--- config.mk ---
export PLATFORM = sky130hd
export DESIGN_NAME = sc_gamestatus_tracker
export DESIGN_NICKNAME = d
export VERILOG_FILES = /design/src/rtl/sc_gamestatus_tracker.sv
export SDC_FILE = /design/constraint.sdc
export NUM_CORES = 1
export LEC_CHECK = 0
export ABC_CLOCK_PERIOD_IN_PS = 2260
export BUFFER_PORTS_ARGS = -buffer_cell sky130_fd_sc_hd__buf_2
export CAP_MARGIN = 20
export CORE_MARGIN = 2
export CORE_UTILIZATION = 35
export DETAILED_ROUTE_END_ITERATION = 8
export GPL_ROUTABILITY_DRIVEN = 0
export HOLD_SLACK_MARGIN = 0.02
export SLEW_MARGIN = 20
export SYNTH_ARGS = -nofsm -noshare
export SYNTH_HDL_FRONTEND = slang
export SYNTH_SLANG_ARGS = --single-unit
--- constraint.sdc ---
create_clock -name SC_GAMESTATUS_CLOCK_50 -period 2.26 [get_ports SC_GAMESTATUS_CLOCK_50]
set_input_delay 0.113 -clock SC_GAMESTATUS_CLOCK_50 [delete_from_list [all_inputs] [get_ports SC_GAMESTATUS_CLOCK_50]]
set_output_delay 0.113 -clock SC_GAMESTATUS_CLOCK_50 [all_outputs]
set_load 0.005 [all_outputs]
--- src/rtl/sc_gamestatus_tracker.sv ---
// Game-status tracker: lives/level counters, PLAY/OVER/WIN FSM and level-load pulse.
// Optional bonus-life logic is compiled only when SC_GAMESTATUS_BONUS_LIFE_EN is defined.
module sc_gamestatus_tracker #(
    parameter int MAX_LIVES   = 3,
    parameter int WIN_LEVEL   = 5,
    parameter int CNT_W       = 3,
    parameter int BONUS_EVERY = 2
) (
    input  logic             SC_GAMESTATUS_CLOCK_50,
    input  logic             SC_GAMESTATUS_RESET_InHigh,
    input  logic             SC_GAMESTATUS_contador_vidas_InLow,
    input  logic             SC_GAMESTATUS_contador_niveles_InLow,
    input  logic             SC_GAMESTATUS_startButton_InLow,
    output logic             SC_GAMESTATUS_COMPARATOR_LIVES,
    output logic             SC_GAMESTATUS_COMPARATOR_LEVELS,
    output logic [CNT_W-1:0] SC_GAMESTATUS_Lives_Out,
    output logic [CNT_W-1:0] SC_GAMESTATUS_Level_Out,
    output logic             SC_GAMESTATUS_LevelLoad_Out,
    output logic [1:0]       SC_GAMESTATUS_State_Out
);

    typedef enum logic [1:0] {
        PLAY = 2'd0,
        OVER = 2'd1,
        WIN  = 2'd2
    } statusState_t;

    localparam logic [CNT_W-1:0] maxLives = CNT_W'(MAX_LIVES);
    localparam logic [CNT_W-1:0] winLevel = CNT_W'(WIN_LEVEL);
    localparam logic [CNT_W-1:0] cntOne   = CNT_W'(1);
`ifdef SC_GAMESTATUS_BONUS_LIFE_EN
    localparam logic [CNT_W-1:0] bonusEvery = CNT_W'(BONUS_EVERY);
`endif

    statusState_t     state;
    statusState_t     nextState;
    logic [CNT_W-1:0] lives;
    logic [CNT_W-1:0] nextLives;
    logic [CNT_W-1:0] level;
    logic [CNT_W-1:0] nextLevel;
    logic [CNT_W-1:0] levelPlusOne;
    logic             vidasPrev;
    logic             nivelesPrev;
    logic             startPrev;
    logic             decEvent;
    logic             incEvent;
    logic             startEvent;
    logic             decOk;
    logic             incOk;
    logic             goOver;
    logic             loadReq;
    logic             compLives;
    logic             compLevels;
    logic             levelLoad;

    // A falling edge on an active-low strobe is one event, however long it stays low.
    assign decEvent     = vidasPrev   & ~SC_GAMESTATUS_contador_vidas_InLow;
    assign incEvent     = nivelesPrev & ~SC_GAMESTATUS_contador_niveles_InLow;
    assign startEvent   = startPrev   & ~SC_GAMESTATUS_startButton_InLow;
    assign levelPlusOne = level + cntOne;

    always_ff @(posedge SC_GAMESTATUS_CLOCK_50) begin
        if (SC_GAMESTATUS_RESET_InHigh) begin
            state       <= PLAY;
            lives       <= maxLives;
            level       <= '0;
            vidasPrev   <= 1'b1;
            nivelesPrev <= 1'b1;
            startPrev   <= 1'b1;
            compLives   <= 1'b1;
            compLevels  <= 1'b0;
            levelLoad   <= 1'b0;
        end else begin
            state       <= nextState;
            lives       <= nextLives;
            level       <= nextLevel;
            vidasPrev   <= SC_GAMESTATUS_contador_vidas_InLow;
            nivelesPrev <= SC_GAMESTATUS_contador_niveles_InLow;
            startPrev   <= SC_GAMESTATUS_startButton_InLow;
            compLives   <= (lives != '0);
            compLevels  <= (level == winLevel);
            levelLoad   <= loadReq;
        end
    end

    // A decrement that empties lives wins over a same-cycle increment.
    always_comb begin
        nextState = state;
        nextLives = lives;
        nextLevel = level;
        loadReq   = 1'b0;
        decOk     = 1'b0;
        incOk     = 1'b0;
        goOver    = 1'b0;
        case (state)
            PLAY: begin
                decOk  = decEvent && (lives != '0);
                goOver = decOk && (lives == cntOne);
                incOk  = incEvent && (level < winLevel) && !goOver;
                if (decOk) begin
                    nextLives = lives - cntOne;
                end
                if (incOk) begin
                    nextLevel = levelPlusOne;
                    loadReq   = 1'b1;
`ifdef SC_GAMESTATUS_BONUS_LIFE_EN
                    if (((levelPlusOne % bonusEvery) == '0) && (levelPlusOne < winLevel)
                        && (nextLives < maxLives)) begin
                        nextLives = nextLives + cntOne;
                    end
`endif
                end
                if (goOver) begin
                    nextState = OVER;
                end else if (incOk && (levelPlusOne == winLevel)) begin
                    nextState = WIN;
                end
            end
            OVER, WIN: begin
                if (startEvent) begin
                    nextState = PLAY;
                    nextLives = maxLives;
                    nextLevel = '0;
                    loadReq   = 1'b1;
                end
            end
            default: begin
                nextState = PLAY;
            end
        endcase
    end

    always_comb begin
        SC_GAMESTATUS_COMPARATOR_LIVES  = compLives;
        SC_GAMESTATUS_COMPARATOR_LEVELS = compLevels;
        SC_GAMESTATUS_Lives_Out         = lives;
        SC_GAMESTATUS_Level_Out         = level;
        SC_GAMESTATUS_LevelLoad_Out     = levelLoad;
        SC_GAMESTATUS_State_Out         = state;
    end

endmodule

## Word level (Yosys, flattened, before mapping)

Index checks and enable logic that the tools add are counted.

- Add/subtract/negate cells: 2
- Order comparisons: 1
- Equality and inequality tests: 9
- Muxes and demuxes: 13
- Bitwise logic cells: 6
- Reductions and logical operators: 13

Operators with widths:

| kind | count |
|---|---|
| $mux 3 | 4 |
| $pmux 3 s2 | 2 |
| $eq 3x3->1 const B | 2 |
| $mux 2 | 3 |
| $ne 2x2->1 const B | 3 |
| $reduce_and 3->1 | 2 |
| $logic_and 1x1->1 | 5 |
| $pmux 2 s2 | 1 |
| $add 3x1->3 const B | 1 |
| $and 1x1->1 | 3 |
| $eq 3x1->1 const B | 1 |
| $lt 3x3->1 const B | 1 |
| $ne 3x3->1 const B | 1 |
| $not 1->1 | 3 |
| $reduce_bool 3->1 | 1 |
| $sub 3x1->3 const B | 1 |
| $eq 2x1->1 const B | 1 |
| $eq 2x2->1 const B | 1 |
| $logic_not 2->1 | 1 |
| $mux 1 | 2 |
| $pmux 1 s2 | 1 |
| $reduce_and 2->1 | 1 |
| $reduce_bool 2->1 | 1 |
| $reduce_or 2->1 | 1 |
| $logic_not 1->1 | 1 |

- Register bits after elaboration: 14
- Output and inout port bits: 11
- Logic and storage cells: 53

## Longest topological paths before layout

- Depth after elaboration: 10
- Gate-level depth with buffers: 7
- Mapped depth without buffers: 6

## Worst setup path after synthesis

Ideal clock, no wire load.

- Kind: flip-flop to flip-flop
- From: register state[0], in the netlist SC_GAMESTATUS_State_Out[0]
- To: register lives[0], in the netlist SC_GAMESTATUS_Lives_Out[0]
- Setup time: 0.122 ns
- Arrival time: 1.648 ns
- Data required time: 2.138 ns
- Slack: 0.489 ns
- Cell stages (with the launch flop): 7
- Cells stage by stage: dfxtp_1 -> inv_1 -> ha_1 -> and3b_1 -> buf_4 -> or2_1 -> a311o_1

- Longest elaborated chain between the ends: 4

Ends and longest elaborated chain:

| element | line | RTL |
|---|---|---|
| start: declaration | 35 | `statusState_t state;` |
| start signal: assignment | 74 | `state <= nextState;` |
| $eq 2x1->1 or $eq 2x2->1 (tied branches) | 95 | `case (state)` |
| $reduce_or 2->1 | 95 |  |
| $ne 2x2->1 (no line) or $reduce_bool 2->1 (tied branches) | - |  |
| $reduce_and 3->1 (no line) | - |  |
| end signal: assignment | 65 | `lives <= maxLives;` |
| end signal: assignment | 75 | `lives <= nextLives;` |
| end: declaration | 37 | `logic [CNT_W-1:0] lives;` |

Several ways; a longest one is shown, not always the timed one.
A chain may end at the register's enable or synchronous reset.

## Final worst setup path

- From: register state[0], in the netlist SC_GAMESTATUS_State_Out[0]
- To: register level[0], in the netlist SC_GAMESTATUS_Level_Out[0]

- Longest elaborated chain between the ends: 4

Ends and longest elaborated chain:

| element | line | RTL |
|---|---|---|
| $eq 2x1->1 or $eq 2x2->1 (tied branches) | 95 |  |
| $reduce_or 2->1 | 95 |  |
| $ne 2x2->1 (no line) or $reduce_bool 2->1 (tied branches) | - |  |
| $reduce_and 3->1 (no line) | - |  |
| end signal: assignment | 76 | `level <= nextLevel;` |
| end: declaration | 39 | `logic [CNT_W-1:0] level;` |

Several ways; a longest one is shown, not always the timed one.

==> flow_summary_export.csv <==
group,metric,value,unit
synthesis,synth_seq_cells,14,
power,leakagePower,0.451,nW
global_routing,grt_max_degree,11,
detailed_routing,totalWireLength,1560,um
critical_path,worstPathRequired,2.49,ns
floorplan,initial_utilization,38.1,%
critical_path,ff2ff_setup_slack,0.38,ns
synthesis,synth_ff_type,"dfxtp_1",
power,ir_drop,388,uV
floorplan,core,2020,sq um
clock_network,insertion_delay,0.29,ns
global_routing,grt_pass1_vias,605,
critical_path,crit_path_start_kind,"register",
floorplan,rows,16,
layout,multi_input_area,444,sq um
sta,fin_skew,0.0118,ns
sta,rsz0062_at_grt,"no",
detailed_routing,drtPass1Iterations,4,
layout,fin_area,931,sq um
clock_network,cts_buffers,3,
power,power_density,589,nW/um^2
clock_network,ctsHtreeMaxLevel,1,
synthesis,synth_top_area_share,36.4,%
critical_path,critPathKind,"reg2reg",
critical_path,critPathMaxStageDelay,0.41,ns
synthesis,synth_area_leader_cell,"dfxtp_1",
synthesis,synthArstFlopShare,0,%
clock_network,path_clk_slew,0.09,ns
sta,worst_pin_slew,0.463,ns
critical_path,crit_cells,6,
critical_path,timing.rr.start,"SC_GAMESTATUS_State_Out[0]",
clock_network,numClockSinks,14,
detailed_routing,vias,685,
synthesis,synth_area_per_cell,8.84,sq um
sta,period_needed,1.88,ns
critical_path,path_delay_family,"simple AND/OR/NAND/NOR gates",
layout,fillerInstances,199,
placed_design,dpl_cell_area,875,sq um
sta,setup_viol,0,
critical_path,crit_end,"SC_GAMESTATUS_Level_Out[0]",
critical_path,startpoint,"SC_GAMESTATUS_State_Out[0]",
clock_network,clock_path_buffers,2,
layout,final_nets,121,
clock_network,cts_tree,"built",
layout,final_cells,134,
sta,max_freq,0.533,GHz
layout,mostFrequentLayoutCell,"buf_2",
global_routing,grtUsageTotal,13.5,%
synthesis,ys_seq_area_share,36.4,%
global_routing,grt_pass1_wl,2540,um
flow_run,max_cap_viol_count,0,
critical_path,crit_chain,"inv_1 > ha_1 > and2b_1 > o2bb2ai_1 > or4_1 > a21oi_1",
floorplan,fp.dieW,50.9,um
detailed_routing,drtIter0Drc,8,
layout,drive_gt1_share,21.5,%
sta,hold_violations,0,
critical_path,rr_endpoint,"SC_GAMESTATUS_Level_Out[0]",
sta,drv_slew,0,
critical_path,cp-end-kind,"register",
layout,mostFrequentLayoutCells,"buf_2, dfxtp_1, inv_1, a21oi_1, ha_1",
floorplan,dieArea,2590,sq um
min_path,hold_path_class,"in2reg",
placed_design,portBuffers,15,
sta,tns,0,ns
critical_path,critPathSlowestCell,"or4_1",
critical_path,path_buf_inv,1,
detailed_routing,routed_via_density,5.11,
layout,area_delta_synth_final,21.0,%
sta,period_share,83.1,%
global_routing,grt_antenna_before_repair,0,
clock_network,cts_setup_buffers,0,
detailed_routing,ant_nets,0,
floorplan,die_h,50.9,um
placed_design,dp_hpwl,1200,um
detailed_routing,avgRoutedWirePerCell,11.6,um
layout,seqCellArea,280,sq um
synthesis,synth_fp_nets,100,
synthesis,synthTopCellsByArea,"dfxtp_1, ha_1, a21oi_1",
status,status,"complete, no violations",
synthesis,yosysWarningCount,0,
clock_network,clock-root-buffer,"clkbuf_4",
synthesis,synthDistinctLibCells,36,
global_routing,grt_remaining_overflow,0,
critical_path,cp.arrival,2.10,ns
layout,diodes,0,
floorplan,ios,16,
critical_path,r2r_cells,6,
critical_path,cp_max_fo,7,
synthesis,synthCells,87,
synthesis,syn_area,769,sq um
placed_design,dp.cells,128,
detailed_routing,drc,0,
synthesis,synth-edff-count,0,
sta,timing.slew.headroom,69.1,%
[layer usage]
metal,track usage (%),vias to the layer above,share of wire [%]
met5,0,-,0
met1,14.9,313,46
met4,5.41,0,0.77
met3,6.14,2,5.2
li1,-,351,-
met2,22.6,19,48
[how the worst min path moves through the flow]
stage                     cells after the start                            startpoint     endpoint
after CTS                                     2    SC_GAMESTATUS_contador_vidas_InLow    vidasPrev
after floorplan                               2       SC_GAMESTATUS_startButton_InLow    startPrev
after global placement                        2  SC_GAMESTATUS_contador_niveles_InLow  nivelesPrev
after detailed placement                      2  SC_GAMESTATUS_contador_niveles_InLow  nivelesPrev
after global routing                          2    SC_GAMESTATUS_contador_vidas_InLow    vidasPrev
final                                         2    SC_GAMESTATUS_contador_vidas_InLow    vidasPrev
[worst register-to-register path: stages (launching register included)]
cell and delay [ns]:
dfxtp_1 0.38, inv_1 0.06, ha_1 0.37, and2b_1 0.31
o2bb2ai_1 0.14, or4_1 0.41, a21oi_1 0.14
[kinds of logic after synthesis]
kind of cell | share of synthesized area [%]
flops | 36.4
simple gates | 22.4
compound gates | 21.1
buf+inv | 5.85
xor+xnor | 1.14
fa+ha+maj | 13.0
[synthesized netlist by cell type (2+ instances only)]
| master | instances |
|---|---|
| a21oi_1 | 8 |
| and3_1 | 2 |
| and3b_1 | 2 |
| dfxtp_1 | 14 |
| ha_1 | 8 |
| inv_1 | 9 |
| nand2_1 | 4 |
| nand2b_1 | 2 |
| nor2_1 | 3 |
| nor2b_1 | 2 |
| o21a_1 | 3 |
| o21ai_0 | 5 |
| or2_2 | 2 |
[area by class of cell]
type | count | share of cell area, %
repair buffers | 18 | 11.0
well taps | 27 | 3.63
clock buffers | 4 | 3.90
multi-input cells | 62 | 47.7
flip-flops and latches | 14 | 30.1
inverters | 9 | 3.63
[report_power, final]
part,switching (W),internal (W),leakage (nW)
registers,0.0000113,0.000260,0.115
clock network,0.0000846,0.0000982,0.0210
logic,0.0000511,0.0000427,0.316
[metrics by stage]
step | total power (W) | hold slack [ns] | utilization (%) | worst slack (ns)
after floorplan | 0.000338 | 0.207 | - | 0.489
after global placement | 0.000369 | 0.311 | 43.3 | 0.492
after detailed placement | 0.000369 | 0.317 | 43.3 | 0.425
after CTS | 0.000558 | 0.0527 | 46.0 | 0.398
after global routing | 0.000584 | 0.0479 | 46.0 | 0.219
final | 0.000548 | 0.0640 | 46.0 | 0.382
[sequential cells by signal (all words and copies together) (netlist names)]
register                         cells
SC_GAMESTATUS_COMPARATOR_LIVES       1
SC_GAMESTATUS_Level_Out              3
vidasPrev                            1
SC_GAMESTATUS_State_Out              2
SC_GAMESTATUS_Lives_Out              3
startPrev                            1
SC_GAMESTATUS_COMPARATOR_LEVELS      1
nivelesPrev                          1
SC_GAMESTATUS_LevelLoad_Out          1
[what timing repair did]
| action | 4_1_cts | 5_1_grt |
|---|---|---|
| resized for setup | 0 | 0 |
| hold buffers | 2 | 0 |
| endpoints found under the hold margin | 2 | 0 |
(Power assumes the default switching activity.)
